===== config.mk =====
export PLATFORM = sky130hd
export DESIGN_NAME = sha256_round_sequencer
export DESIGN_NICKNAME = d
export VERILOG_FILES = /design/src/rtl/sha256_round_sequencer.sv
export SDC_FILE = /design/constraint.sdc
export NUM_CORES = 1
export LEC_CHECK = 0
export ABC_AREA = 1
export BUFFER_PORTS_ARGS = -buffer_cell sky130_fd_sc_hd__buf_2
export CAP_MARGIN = 0
export CORE_MARGIN = 2
export CORE_UTILIZATION = 27
export DETAILED_ROUTE_END_ITERATION = 16
export PLACE_DENSITY_LB_ADDON = 0.08
export SLEW_MARGIN = 25
export SYNTH_ARGS = -nofsm -noshare
export SYNTH_HDL_FRONTEND = slang
export SYNTH_SLANG_ARGS = --single-unit

===== constraint.sdc =====
create_clock -name clk -period 10.93 [get_ports clk]
set_clock_uncertainty 0.1 [all_clocks]
set_input_delay 3.279 -clock clk [delete_from_list [all_inputs] [get_ports clk]]
set_output_delay 3.279 -clock clk [all_outputs]
set_load 0.01 [all_outputs]

===== src/rtl/sha256_round_sequencer.sv =====
// Control sequencer for a one-round-per-cycle SHA-256 compression datapath.
// Fetches each block as 16 words, runs 64 rounds and accumulates into H, for N blocks.
module sha256_round_sequencer #(
  parameter int ADDR_W = 16,
  parameter int BLK_W  = 8
) (
  input  logic              clk,
  input  logic              rstn,
  input  logic              start,
  input  logic              abort,
  input  logic [BLK_W-1:0]  num_blocks,
  input  logic [ADDR_W-1:0] msg_base,
  output logic              busy,
  output logic              done,
  output logic              mem_rd,
  output logic [ADDR_W-1:0] mem_addr,
  output logic              w_load,
  output logic [3:0]        w_idx,
  output logic              hash_init,
  output logic              round_en,
  output logic [5:0]        round_t,
  output logic              sched_en,
  output logic              hash_accum,
  output logic [BLK_W-1:0]  blk_idx
);

  typedef enum logic [2:0] {
    IDLE  = 3'd0,
    INIT  = 3'd1,
    READ  = 3'd2,
    ROUND = 3'd3,
    ACCUM = 3'd4,
    DONE  = 3'd5
  } state_t;

  localparam int SUM_W = (ADDR_W > BLK_W + 4) ? ADDR_W : BLK_W + 4;

  state_t            state, state_nx;
  logic [5:0]        cnt, cnt_nx;
  logic [BLK_W-1:0]  blk, blk_nx;
  logic [BLK_W-1:0]  nb_q;
  logic [ADDR_W-1:0] base_q;
  logic              accept;
  logic              more_blocks;
  logic [SUM_W-1:0]  addr_sum;

  logic              busy_d, done_d, mem_rd_d, w_load_d, hash_init_d;
  logic              round_en_d, sched_en_d, hash_accum_d;
  logic [ADDR_W-1:0] mem_addr_d;
  logic [3:0]        w_idx_d;
  logic [5:0]        round_t_d;

  assign accept      = (state == IDLE) && start;
  assign more_blocks = ({1'b0, blk} + {{BLK_W{1'b0}}, 1'b1}) < {1'b0, nb_q};

  // NOTE: sequential state uses non-blocking assignments so every flop samples pre-edge values.
  always_ff @(posedge clk or negedge rstn) begin
    if (!rstn) begin
      state  <= IDLE;
      cnt    <= '0;
      blk    <= '0;
      nb_q   <= '0;
      base_q <= '0;
    end else begin
      state <= state_nx;
      cnt   <= cnt_nx;
      blk   <= blk_nx;
      if (accept) begin
        nb_q   <= num_blocks;
        base_q <= msg_base;
      end
    end
  end

  // NOTE: every always_comb output gets a default first, so no path leaves it unassigned (no latch).
  always_comb begin
    state_nx = state;
    cnt_nx   = cnt;
    blk_nx   = blk;
    unique case (state)
      IDLE: begin
        if (start) begin
          state_nx = (num_blocks == '0) ? DONE : INIT;
          cnt_nx   = '0;
          blk_nx   = '0;
        end
      end
      INIT: begin
        state_nx = READ;
        cnt_nx   = '0;
      end
      READ: begin
        if (cnt == 6'd16) begin
          state_nx = ROUND;
          cnt_nx   = '0;
        end else begin
          cnt_nx = cnt + 6'd1;
        end
      end
      ROUND: begin
        if (cnt == 6'd63) begin
          state_nx = ACCUM;
          cnt_nx   = '0;
        end else begin
          cnt_nx = cnt + 6'd1;
        end
      end
      ACCUM: begin
        cnt_nx = '0;
        if (more_blocks) begin
          state_nx = READ;
          blk_nx   = blk + {{(BLK_W-1){1'b0}}, 1'b1};
        end else begin
          state_nx = DONE;
        end
      end
      DONE: begin
        state_nx = IDLE;
        blk_nx   = '0;
      end
      default: begin
        state_nx = IDLE;
        cnt_nx   = '0;
        blk_nx   = '0;
      end
    endcase
    // Abort wins over everything except a start arriving in IDLE.
    if (abort && state != IDLE) begin
      state_nx = IDLE;
      cnt_nx   = '0;
      blk_nx   = '0;
    end
  end

  // Outputs are decoded from the next state so they can be registered without a cycle of lag.
  always_comb begin
    addr_sum     = SUM_W'(base_q) + SUM_W'({blk_nx, 4'b0000}) + SUM_W'(cnt_nx);
    busy_d       = (state_nx != IDLE);
    done_d       = (state_nx == DONE);
    hash_init_d  = (state_nx == INIT);
    mem_rd_d     = 1'b0;
    mem_addr_d   = '0;
    w_load_d     = 1'b0;
    w_idx_d      = '0;
    round_en_d   = 1'b0;
    round_t_d    = '0;
    sched_en_d   = 1'b0;
    hash_accum_d = (state_nx == ACCUM);
    if (state_nx == READ) begin
      mem_rd_d = (cnt_nx < 6'd16);
      if (mem_rd_d) mem_addr_d = ADDR_W'(addr_sum);
      w_load_d = (cnt_nx != 6'd0);
      if (w_load_d) w_idx_d = 4'(cnt_nx - 6'd1);
    end
    if (state_nx == ROUND) begin
      round_en_d = 1'b1;
      round_t_d  = cnt_nx;
      sched_en_d = (cnt_nx >= 6'd16);
    end
  end

  always_ff @(posedge clk or negedge rstn) begin
    if (!rstn) begin
      busy       <= 1'b0;
      done       <= 1'b0;
      mem_rd     <= 1'b0;
      mem_addr   <= '0;
      w_load     <= 1'b0;
      w_idx      <= '0;
      hash_init  <= 1'b0;
      round_en   <= 1'b0;
      round_t    <= '0;
      sched_en   <= 1'b0;
      hash_accum <= 1'b0;
    end else begin
      busy       <= busy_d;
      done       <= done_d;
      mem_rd     <= mem_rd_d;
      mem_addr   <= mem_addr_d;
      w_load     <= w_load_d;
      w_idx      <= w_idx_d;
      hash_init  <= hash_init_d;
      round_en   <= round_en_d;
      round_t    <= round_t_d;
      sched_en   <= sched_en_d;
      hash_accum <= hash_accum_d;
    end
  end

  assign blk_idx = blk;

endmodule


### Word level (Yosys, flattened, before mapping)

Cells that the tools add are included.

| storage, ports and cells | value |
|---|---|
| word-level logic and storage cells | 70 |
| output and inout bits | 42 |
| register bits after elaboration | 75 |
| input port bits | 28 |

| operators by class | value |
|---|---|
| add/subtract/negate cells | 6 |
| reductions and logical operators | 8 |
| equal/unequal tests | 12 |
| order comparisons | 3 |
| multiplexer cells | 25 |

Operators by type and width:

| kind | number |
|---|---|
| 16-bit two-way mux | 2 |
| 6-bit two-way mux | 5 |
| 8-bit two-way mux | 3 |
| 6-bit case mux with 4 select lines | 1 |
| 8-bit case mux with 3 select lines | 1 |
| 3-bit two-way mux | 6 |
| 16-bit by 12-bit adder with 16-bit output | 1 |
| 16-bit by 6-bit adder with 16-bit output | 1 |
| 3-bit case mux with 5 select lines | 1 |
| 3-bit by 2-bit == test with 1-bit output (second input constant) | 4 |
| 3-bit == test (second input constant) | 4 |
| 8-bit by 1-bit adder with 9-bit output (second input constant) | 1 |
| 9-bit by 8-bit < comparator with 1-bit output | 1 |
| 8-bit by 1-bit adder with 8-bit output (second input constant) | 1 |
| 8-bit zero test | 1 |
| 4-bit two-way mux | 2 |
| 6-bit by 1-bit adder with 6-bit output (second input constant) | 1 |
| 3-bit by 1-bit == test with 1-bit output (second input constant) | 2 |
| 6-bit by 5-bit == test with 1-bit output (second input constant) | 1 |
| 6-bit == test (second input constant) | 1 |
| 6-bit by 5-bit >= comparator with 1-bit output (second input constant) | 1 |
| 6-bit by 5-bit < comparator with 1-bit output (second input constant) | 1 |
| 3-bit nonzero test | 2 |
| 6-bit nonzero test | 1 |
| 5 further kinds | 9 |

### Logic depth before layout (Yosys ltp)

Gate-level depths: netlist of run 1.

| logic depth | value |
|---|---|
| word-level depth | 9 |
| depth in mapped cells | 25 |
| mapped depth without buffers | 25 |

### Worst setup path after synthesis of run 1

No wires, ideal clock.

| timing path | value |
|---|---|
| kind | in2reg |
| from | in start |
| to | reg mem_addr[11] |
| required time | 10706 ps |
| arrival | 5468 ps |
| buffers on the path | 0 |
| cell stages on the path | 14 |
| library setup time | 124 ps |
| path slack | 5237 ps |
| path through | inv_1 -> o21ai_0 -> nand2_1 -> a22oi_1 -> nor2_1 -> fa_1 -> ha_1 -> nand2_1 -> or2_2 -> nand2_1 -> a21oi_1 -> nand2_1 -> xnor2_1 -> nor2_4 |

| on the way | value |
|---|---|
| cells in the longest elaborated chain, start to end | 7 |
| elaborated cells between the ends (all ways) | 15 |
| classes of those cells | add/sub (2); order compare (1); eq/ne (1); mux (11) |

RTL lines:

| item | line | text |
|---|---|---|
| start, declared | 9 | `input logic start,` |
| 8-bit two-way mux | 82 | `if (start) begin` |
| 8-bit case mux with 3 select lines | 80 | `unique case (state)` |
| 8-bit two-way mux | 128 | `if (abort && state != IDLE) begin` |
| named net blk_nx[1] | 40 | `logic [BLK_W-1:0] blk, blk_nx;` |
| 16-bit by 12-bit adder with 16-bit output | 137 | `addr_sum = SUM_W'(base_q) + SUM_W'({blk_nx, 4'b0000}) + SUM_W'(cnt_nx);` |
| 16-bit by 6-bit adder with 16-bit output | 137 |  |
| 16-bit two-way mux | 151 | `if (mem_rd_d) mem_addr_d = ADDR_W'(addr_sum);` |
| 16-bit two-way mux | 149 | `if (state_nx == READ) begin` |
| named net mem_addr_d[11] | 49 | `logic [ADDR_W-1:0] mem_addr_d;` |
| end signal, assigned | 179 | `mem_addr <= mem_addr_d;` |
| end, declared | 16 | `output logic [ADDR_W-1:0] mem_addr,` |

The timed path passes the listed nets, and every way through them passes these cells.
A chain may end at the register's enable or synchronous reset.

### Worst setup path after layout of run 1

| timing path | value |
|---|---|
| from | in abort |
| to | reg mem_addr[15] |

| on the way | value |
|---|---|
| cells in the longest elaborated chain, start to end | 6 |
| elaborated cells between the ends (all ways) | 10 |
| classes of those cells | add/sub (2); order compare (1); eq/ne (1); mux (5); reduce/logical (1) |

RTL lines:

| item | line | text |
|---|---|---|
| start, declared | 10 | `input logic abort,` |
| 1-bit logical AND | 128 |  |
| 8-bit two-way mux | 128 |  |
| named net blk_nx[0] | 40 |  |
| 16-bit by 12-bit adder with 16-bit output | 137 |  |
| 16-bit by 6-bit adder with 16-bit output | 137 |  |
| 16-bit two-way mux | 151 |  |
| 16-bit two-way mux | 149 |  |
| named net mem_addr_d[15] | 49 |  |

The timed path passes the listed nets, and every way through them passes these cells.

==> results of run 1 <==
cells in the mapped netlist, types with 7 or more instances:
library cell,n,share of area [%]
nand2_1,91,8.0
dfrtp_1,75,44
inv_1,59,5.2
nor2_1,51,4.5
ha_1,33,9.6
nand3_1,30,3.5
a21oi_1,22,2.6
mux2_2,14,3.7
xor2_1,14,2.9
nor2_4,11,2.9
o21ai_0,10,1.2
inv_2,8,0.70
a22oi_1,7,1.2
nand2_2,7,1.0
tightest hold or removal path, stage by stage, from the launching register on:
cell and delay, ns:
dfrtp_1 0.34, nand2_1 0.06, o21ai_0 0.06
power by group through the flow:
stage	Clock (mW)	Sequential (mW)	Combinational (mW)
6_report	0.317	0.412	0.503
5_1_grt	0.341	0.424	0.578
4_1_cts	0.328	0.414	0.516
3_5_place_dp	0	0.418	0.512
3_3_place_gp	0	0.418	0.513
2_1_floorplan	0	0.423	0.371
kinds of logic after synthesis:
logic type,after synthesis,synth area share [%]
AO/OA/AOI/OAI,49,6.99
XOR/XNOR,19,3.87
adder cells (fa/ha/maj),36,11.0
buffers and inverters,74,7.22
flip-flops,75,43.7
multiplexers,14,3.67
AND/OR/NAND/NOR,210,23.5
cell type report:
| type | instances | share of cell area (%) |
|---|---|---|
| flip-flops and latches | 75 | 36.2 |
| inverters | 68 | 4.92 |
| repair buffers | 69 | 6.78 |
| clock buffers | 13 | 5.40 |
| clock inverters | 3 | 0.844 |
| well taps | 216 | 5.21 |
| multi-input cells | 328 | 40.7 |
cell usage in the layout (no fill, tap or decap), drive strengths merged:
cell type	instances
o21bai	2
xnor2	5
dfrtp	75
a21o	2
nand3	33
o211a	1
o22ai	1
inv	67
nand4	5
nor2	66
fa	3
clkinv	3
ha	33
a22oi	7
a21oi	22
buf	69
bufinv	1
or2	1
and3	1
clkbuf	13
nand2	100
nor3	4
mux2	14
o21ai	13
xor2	14
o21a	1
layer usage:
metal / vias to the layer above / track usage, % / share of wire, %
li1: 1684 / - / -
met1: 1553 / 17.2 / 48
met2: 57 / 21.5 / 47
met3: 13 / 2.62 / 3.4
met4: 0 / 5.69 / 1.7
met5: - / 0 / 0
flip-flops by register name, summed over array words and instances, names as in the netlist, 3 cells and up:
register,count
base_q,16
mem_addr,16
blk_idx,8
nb_q,8
cnt,6
round_t,6
w_idx,4
state,3
per-stage QoR:
stage | cells | setup WS [ns] | power, mW | hold WS, ns | utilization [%]
floorplan | 477 | 5.24 | 0.794 | 0.353 | -
global placement | 756 | 4.67 | 0.931 | 0.377 | 30.9
detailed placement | 756 | 4.62 | 0.930 | 0.379 | 30.9
CTS | 772 | 4.97 | 1.26 | 0.393 | 33.0
global route | 772 | 4.71 | 1.34 | 0.433 | 33.0
finish | 772 | 4.98 | 1.23 | 0.388 | 33.0
worst max-delay path by stage:
stage	from	cells after the start	slack, ns	to
global placement	abort	12	4.67	mem_addr[9]
global route	abort	14	4.71	mem_addr[15]
detailed placement	abort	14	4.62	mem_addr[15]
CTS	abort	14	4.97	mem_addr[15]
floorplan	start	14	5.24	mem_addr[11]
finish	abort	14	4.98	mem_addr[15]
==> results.py, run 1 <==
metrics = {
    "sta": {
        "min_period_ns": 5.95,
        "worst_slew_pin_slew_ns": 0.699,
        "max_freq_mhz": 168,
        "grt_setup_unrepaired": "false",
        "report.final.setup_viol": 0,
        "hold_viol": 0,
        "finalMaxSlewViolations": 0,
        "setup_tns_ns": 0,
        "fin_crit_sh_pct": 54.4,
        "worst_slew_margin_rel_pct": 53.4,
    },
    "min_path": {
        "min_to": "nb_q[5]",
        "hold_path.startpoint": "nb_q[5]",
        "whs_path_depth": 2,
        "hold_path_class": "reg2reg",
    },
    "place": {
        "port_buffers": 69,
        "gp_congestion": 0.858,
        "dp_hpwl_mm": 7.88,
        "placed_cell_area_mm2": 0.00486,
    },
    "cts": {
        "htree_levels": 3,
        "cts_root_buf": "clkbuf_16",
        "cts_tree": "done",
        "cts_setup_buffers": 0,
        "clkSinkCount": 75,
        "hold_buffers": 0,
        "cts.repair.resized": 0,
        "cts_buffers": 9,
        "clk_latency_ns": 0.34,
        "clockBufferDepth": 2,
        "clk_pin_slew_ns": 0.06,
    },
    "floorplan": {
        "coreArea_mm2": 0.0157,
        "rows": 46,
        "die_area_mm2": 0.0169,
        "start_util_pct": 27.3,
        "die_y_um": 130,
        "die_w_um": 130,
        "ios": 70,
    },
    "logic_synthesis": {
        "synth-edff-count": 0,
        "ys.flop_type": "dfrtp_1",
        "synthCells": 477,
        "netlist_area_mm2": 0.00430,
        "ys_types": 37,
        "ys_async_sr_fraction_pct": 100,
        "ys_seq_area_share_pct": 43.7,
        "ys_ff_latch": 75,
        "synth_warnings": 0,
        "syn_area_per_cell_um2": 9.00,
        "syn_nets": 541,
    },
    "setup_path": {
        "path_buf_inv": 2,
        "r2r_start": "blk_idx[0]",
        "r2r_slack_ns": 6.51,
        "critical_path_required_ns": 11.05,
        "critPathLaunchType": "input port",
        "cp_slowest_cell": "fa_1",
        "r2r_cells": 19,
        "crit_type": "in2reg",
        "worstPathMaxFanout": 11,
        "worst_setup_path_end_kind": "flop",
        "path_common_cell": "nand3_1",
        "cpLargestDelayFamily": "simple AND/OR/NAND/NOR gates",
        "reg2reg_to": "mem_addr[10]",
        "critPathArrivalTime_ns": 6.06,
        "cp_slowest_stage_delay_ns": 0.43,
        "crit_chain": "buf_2, nand2_1, inv_1, a21oi_1, o211a_1, fa_1, ha_1, a21oi_1, nand2_1, nand3_1, nand3_1, a21o_1, nand3_1, nor2_1",
    },
    "routing": {
        "firstDrtPassIters": 4,
        "drc": 0,
        "vias": 3307,
        "ant_nets": 0,
        "routed_wl_mm": 10.2,
        "viasPerCell": 4.28,
        "wl_per_cell_um": 13.2,
        "drtIter0Drc": 133,
    },
    "power": {
        "p_switching_mw": 0.480,
        "p_leak_nw": 2.87,
        "ir_drop_mv": 0.0742,
        "power.density_mw_per_mm2": 238,
        "pwr-share-comb_pct": 40.8,
        "internal-power_mw": 0.752,
        "pwr-share-seq_pct": 33.4,
        "clkPwrFrac_pct": 25.7,
        "switching_share_pct": 39.0,
    },
    "global_routing": {
        "grt_max_degree": 76,
        "track_usage_pct": 13.2,
        "grt_remaining_overflow": 0,
        "grt_pass1_wl_mm": 17.2,
        "grt_pass1_vias": 3367,
        "grt_antenna_before_repair": 0,
    },
    "layout": {
        "antenna_cells": 0,
        "multi_input_area_mm2": 0.00211,
        "num-fill-cells": 1673,
        "postLayoutCellArea_mm2": 0.00519,
        "syn2layout_area_growth_pct": 20.7,
        "drive_above_1_share_pct": 25.2,
        "regArea_mm2": 0.00188,
        "nNetsFinal": 615,
    },
    "status": {
        "status": "finished, final reports clean",
    },
    "flow_run": {
        "cap_violations": 0,
    },
}
Note: power is estimated with default switching activity, not from simulation.
==> run 2, diff against run 1 <==
==> constraint.sdc (replaced) <==
create_clock -name clk -period 5.53 [get_ports clk]
set_clock_uncertainty 0.1 [all_clocks]
set_input_delay 1.659 -clock clk [delete_from_list [all_inputs] [get_ports clk]]
set_output_delay 1.659 -clock clk [all_outputs]
set_load 0.01 [all_outputs]
==> run 2 against run 1 <==
Sequential cell count unchanged. Worst hold slack lost 0.0017 ns. Critical path depth rose by 5. Wire length shrank 0.48%. Total power rose by 91%. Global-route usage about the same. Utilization fell by 0.29 points. Clock power is 74% higher. Sequential share of layout area up 0.32 points. Highest routed layer unchanged.
==> results.py, run 2 (synthesis gave the netlist of run 1 again) <==
metrics = {
    "status": {
        "status": "finished, final reports clean",
    },
    "setup_path": {
        "critPathArrivalTime_ns": 4.56,
        "r2r_slack_ns": 1.09,
        "r2r_start": "blk_idx[0]",
        "path_buf_inv": 0,
        "r2r_cells": 19,
        "path_common_cell": "nand2_1",
        "path_depth": 19,
        "crit_chain": "ha_1, nand3_1, nor2_1, xor2_1, ha_1, and3_1, nand2_1, nand2_1, nand2_1, nand2_1, a22oi_1, nor2_1, fa_1, ha_1, a21oi_1, nand2_1, a21oi_1, xor2_1, nor2_4",
        "worstPathMaxFanout": 7,
        "reg2reg_to": "mem_addr[10]",
        "cp_slowest_stage_delay_ns": 0.48,
        "cp_slowest_cell": "fa_1",
        "cpLargestDelayFamily": "adder cells",
        "critPathLaunchType": "flop",
        "critical_path_required_ns": 5.65,
        "crit_type": "reg2reg",
        "worst_setup_path_end_kind": "flop",
    },
    "min_path": {
        "hold_path.startpoint": "nb_q[6]",
        "whs_path_depth": 2,
        "hold_path_class": "reg2reg",
        "min_to": "nb_q[6]",
    },
    "sta": {
        "setup_tns_ns": 0,
        "max_freq_mhz": 225,
        "report.final.setup_viol": 0,
        "grt_setup_unrepaired": "false",
        "worst_slew_pin_slew_ns": 0.721,
        "fin_crit_sh_pct": 80.2,
        "hold_viol": 0,
        "layout_setup_ws_ns": 1.09,
        "finalMaxSlewViolations": 0,
        "worst_slew_margin_rel_pct": 51.9,
        "min_period_ns": 4.44,
    },
    "power": {
        "total_power_mw": 2.36,
        "ir_drop_mv": 0.167,
        "p_leak_nw": 2.85,
        "power.density_mw_per_mm2": 458,
    },
    "place": {
        "gp_congestion": 0.858,
        "port_buffers": 69,
        "preCtsSetupSlack_ns": 0.868,
        "dp.cells": 756,
        "dp_hpwl_mm": 7.87,
    },
    "global_routing": {
        "track_usage_pct": 13.3,
        "grt_max_degree": 76,
        "grt_pass1_wl_mm": 17.1,
        "grt_pass1_vias": 3330,
        "grt_remaining_overflow": 0,
        "grt_antenna_before_repair": 0,
    },
    "floorplan": {
        "start_util_pct": 27.3,
        "die_y_um": 130,
        "ios": 70,
        "die_w_um": 130,
        "die_area_mm2": 0.0169,
        "coreArea_mm2": 0.0157,
        "rows": 46,
    },
    "layout": {
        "final_common_cell": "nand2_1",
        "final_cells": 771,
        "syn2layout_area_growth_pct": 19.7,
        "nNetsFinal": 615,
        "layout_common_cells": "91 x nand2_1, 75 x dfrtp_1, 68 x buf_2, 59 x inv_1, 51 x nor2_1",
        "drive_above_1_share_pct": 25.0,
        "antenna_cells": 0,
        "reg.largest.list": "base_q x16, mem_addr x16",
    },
    "routing": {
        "vias": 3287,
        "ant_nets": 0,
        "drc": 0,
        "drtIter0Drc": 163,
        "wl_per_cell_um": 13.2,
        "firstDrtPassIters": 6,
        "viasPerCell": 4.26,
        "routed_wl_mm": 10.2,
    },
    "cts": {
        "cts_tree": "done",
        "cts_setup_buffers": 0,
        "cts_root_buf": "clkbuf_16",
        "cts.repair.resized": 0,
        "clkSinkCount": 75,
        "clockBufferDepth": 2,
        "htree_levels": 3,
        "clk_latency_ns": 0.34,
        "hold_buffers": 0,
        "cts_buffers": 9,
        "clk_pin_slew_ns": 0.06,
    },
    "flow_run": {
        "cap_violations": 0,
    },
}
## run 2: area by class of cell
class                           instances  area [µm²]
Tap cell                              216         270
Inverter                               68         255
Timing Repair Buffer                   69         352
Sequential cell                        75        1880
Clock buffer                           11         253
Fill cell                            1673       10600
Multi-Input combinational cell        328        2110
Clock inverter                          4        26.3
## run 2: per-layer routing
layer	up-vias	part of all wire, %	global-route usage [%]
met5	-	0	0
met4	0	2.1	6.01
met3	15	3.8	2.62
met2	61	46	20.8
met1	1535	48	17.8
li1	1676	-	-
## run 2: how the worst max path moves through the flow
stage / endpoint / from
floorplan: mem_addr[11] / start
global placement: mem_addr[9] / abort
detailed placement: mem_addr[15] / abort
CTS: mem_addr[10] / blk_idx[0]
global route: mem_addr[15] / blk_idx[0]
finish: mem_addr[10] / blk_idx[0]
## run 2: worst register-to-register path: cells and delay by family (launching register included)
| family | cells | cell delay [ns] |
|---|---|---|
| adder cells (fa/ha/maj) | 4 | 1.36 |
| AND/OR/NAND/NOR | 10 | 1.30 |
| AO/OA/AOI/OAI | 3 | 0.60 |
| XOR/XNOR | 2 | 0.51 |
| flip-flops | 1 | 0.45 |
## run 2: where the power goes
| part | internal [mW] | leakage [nW] | switching, mW |
|---|---|---|---|
| Combinational | 0.365 | 1.73 | 0.626 |
| Clock | 0.325 | 0.137 | 0.228 |
| Sequential | 0.723 | 0.978 | 0.0900 |
## run 2: per-stage QoR
| step | utilization (%) | hold WS (ns) | cell area [µm²] |
|---|---|---|---|
| floorplan | - | 0.353 | 4300 |
| global placement | 30.9 | 0.377 | 4860 |
| detailed placement | 30.9 | 0.377 | 4860 |
| CTS | 32.7 | 0.393 | 5140 |
| global route | 32.7 | 0.429 | 5140 |
| finish | 32.7 | 0.387 | 5140 |
==> run 3, diff against run 2 <==
--- a/config.mk
+++ b/config.mk
@@ -5,7 +5,7 @@
 export SDC_FILE = /design/constraint.sdc
 export NUM_CORES = 1
 export LEC_CHECK = 0
-export ABC_AREA = 1
+export ABC_AREA = 0
 export BUFFER_PORTS_ARGS = -buffer_cell sky130_fd_sc_hd__buf_2
 export CAP_MARGIN = 0
 export CORE_MARGIN = 2
==> constraint.sdc (replaced) <==
create_clock -name clk -period 4.3 [get_ports clk]
set_clock_uncertainty 0.1 [all_clocks]
set_input_delay 1.29 -clock clk [delete_from_list [all_inputs] [get_ports clk]]
set_output_delay 1.29 -clock clk [all_outputs]
set_load 0.01 [all_outputs]
==> run 3 against run 2 <==
The flow now finishes with violations (negative setup slack). Fmax down 0.39%. Sequential cell count unchanged. Largest power group unchanged. Die area down 3.0%. Non-clock buffer count up 91. First-iteration DRC count down 7.4%. Highest routed layer unchanged.
==> results.py, run 3 <==
metrics = {
    "status": {
        "status": "complete, but fails checks",
        "violations": "negative setup slack",
    },
    "routing": {
        "wl_per_cell_um": 15.2,
        "drtIter0Drc": 151,
        "ant_nets": 0,
        "firstDrtPassIters": 4,
        "vias": 3531,
        "viasPerCell": 4.68,
        "routed_wl_mm": 11.5,
        "drc": 0,
    },
    "cts": {
        "cts_buffers": 9,
        "clk_latency_ns": 0.35,
        "clockBufferDepth": 2,
        "htree_levels": 3,
        "clk_pin_slew_ns": 0.06,
        "cts_tree": "done",
        "clkSinkCount": 75,
        "cts_root_buf": "clkbuf_16",
        "hold_buffers": 0,
    },
    "logic_synthesis": {
        "syn_nets": 463,
        "yosys-top-cells-count": "75 x dfrtp_1, 37 x nor2_1, 33 x ha_1",
        "ys.flop_type": "dfrtp_1",
        "synth.largest_area_cell": "dfrtp_1",
        "synthCells": 399,
        "ys_seq_area_share_pct": 45.1,
        "ys_ff_latch": 75,
        "synth_warnings": 0,
        "synth-edff-count": 0,
        "synth_most_common_cell": "dfrtp_1",
        "synth.top_cells.by_area": "dfrtp_1 45%, ha_1 9.9%, mux2_2 4.3%, nor2_1 3.3%, nand2_1 2.9%",
        "netlist_area_mm2": 0.00416,
        "ys_async_sr_fraction_pct": 100,
        "ys_types": 67,
        "syn_area_per_cell_um2": 10.4,
        "synth_top_area_share_pct": 45.1,
    },
    "min_path": {
        "hold_path_class": "reg2reg",
        "hold_path.startpoint": "nb_q[0]",
        "whs_path_depth": 1,
        "min_to": "nb_q[0]",
    },
    "sta": {
        "setup_tns_ns": -0.463,
        "max_freq_mhz": 225,
        "report.final.setup_viol": 7,
        "hold_slack_ns": 0.413,
        "finalMaxSlewViolations": 0,
        "layout_setup_ws_ns": -0.153,
        "hold_viol": 0,
        "min_period_ns": 4.45,
        "worst_slew_pin_slew_ns": 0.693,
        "worst_slew_margin_rel_pct": 53.8,
        "grt_setup_unrepaired": "true",
        "fin_crit_sh_pct": 104,
    },
    "setup_path": {
        "critical_path_required_ns": 4.47,
        "r2r_slack_ns": -0.15,
        "critPathArrivalTime_ns": 4.63,
        "worstPathMaxFanout": 3,
        "crit_type": "reg2reg",
        "worst_setup_path_end_kind": "flop",
        "critPathLaunchType": "flop",
        "r2r_start": "blk_idx[1]",
        "reg2reg_to": "mem_addr[12]",
        "r2r_cells": 21,
    },
    "global_routing": {
        "grt_remaining_overflow": 0,
        "grt_max_degree": 76,
        "grt_pass1_vias": 3685,
        "grt_pass1_wl_mm": 18.9,
        "track_usage_pct": 15.0,
        "grt_antenna_before_repair": 0,
    },
    "layout": {
        "final_cells": 754,
        "drive_above_1_share_pct": 47.3,
        "syn2layout_area_growth_pct": 47.2,
        "num-fill-cells": 1508,
        "antenna_cells": 0,
        "final_common_cell": "buf_4",
        "reg.largest.list": "base_q x16, mem_addr x16",
        "nNetsFinal": 625,
        "layout_common_cells": "85 x buf_4, 73 x dfrtp_1, 68 x buf_2, 33 x nor2_1, 26 x nand2_1",
    },
    "place": {
        "gp_congestion": 0.843,
        "dp.cells": 718,
        "dp_hpwl_mm": 8.15,
        "port_buffers": 69,
    },
    "power": {
        "p_leak_nw": 3.01,
        "ir_drop_mv": 0.219,
        "power.density_mw_per_mm2": 566,
    },
    "floorplan": {
        "die_w_um": 128,
        "ios": 70,
        "die_y_um": 128,
        "start_util_pct": 27.5,
        "die_area_mm2": 0.0164,
        "rows": 45,
        "coreArea_mm2": 0.0151,
    },
    "flow_run": {
        "cap_violations": 0,
    },
}
## run 3: cells by family (layout without fill, tap and decap cells)
| logic type | after synthesis | in the layout | synth area share [%] |
|---|---|---|---|
| AOI/OAI and AO/OA | 87 | 87 | 15.2 |
| DFF | 75 | 75 | 45.1 |
| buffers and inverters | 36 | 203 | 3.61 |
| xor gates and xnor gates | 15 | 15 | 3.16 |
| and+or+nand+nor | 133 | 133 | 17.0 |
| adders and majority gates | 36 | 36 | 11.4 |
| muxes | 17 | 17 | 4.57 |
## run 3: per-layer routing
metal / global-route usage (%) / vias to the layer above / routed length [µm]
met3: 4.17 / 18 / 453
met4: 5.82 / 0 / 213
li1: - / 1746 / -
met1: 20.4 / 1708 / 5670
met2: 22.7 / 59 / 5130
met5: 0 / - / 0
## run 3: critical path: stages (launching register included)
cell and delay (ns):
dfrtp_1 0.38, and3_4 0.22, nand3_4 0.08, buf_6 0.14, xnor2_2 0.12, ha_1 0.30, a21oi_2 0.15, o21ai_2 0.09
buf_4 0.13, buf_4 0.13, o31ai_4 0.30, a21oi_2 0.13, a22oi_1 0.23, nor2_2 0.09, fa_1 0.37, ha_2 0.19
a21o_1 0.17, a21o_1 0.18, a221oi_2 0.29, o21ai_2 0.13, o41a_1 0.32, a21oi_1 0.14
## run 3: repair_timing
action,4_1_cts,5_1_grt
pin swaps,48,23
endpoints found under the setup margin,10,10
resized for setup,38,19
setup buffers,14,6
gates cloned,1,0
## run 3: cell type report
class | count | area, µm² | area share, %
Timing Repair Buffer | 160 | 1060 | 17.3
Tap cell | 188 | 235 | 3.84
Sequential cell | 75 | 1880 | 30.7
Inverter | 27 | 101 | 1.65
Clock buffer | 11 | 243 | 3.96
Clock inverter | 5 | 100 | 1.63
Multi-Input combinational cell | 288 | 2510 | 41.0
## run 3: worst max path at each step
stage | from | endpoint | slack [ns]
after floorplan | blk_idx[1] | mem_addr[12] | -0.01
after global placement | start | mem_addr[13] | -0.23
after detailed placement | blk_idx[1] | mem_addr[15] | -0.29
after CTS | blk_idx[1] | mem_addr[12] | -0.19
after global routing | blk_idx[1] | mem_addr[12] | -0.40
final | blk_idx[1] | mem_addr[12] | -0.15
## run 3: per-stage QoR
step / utilization, % / worst slack (ns) / total power [mW] / cell area, µm²
2_1_floorplan: - / -0.0148 / 1.93 / 4270
5_1_grt: 40.4 / -0.396 / 3.73 / 6120
6_report: 40.4 / -0.153 / 3.46 / 6120
3_3_place_gp: 35.3 / -0.230 / 2.47 / 5340
4_1_cts: 39.4 / -0.191 / 3.47 / 5970
3_5_place_dp: 35.3 / -0.293 / 2.46 / 5340
## run 3: power breakdown
group | total, mW | internal, mW | switching (mW)
logic | 1.51 | 0.714 | 0.793
clock network | 0.891 | 0.581 | 0.310
registers | 1.07 | 0.936 | 0.129
total | 3.46 | 2.23 | 1.23
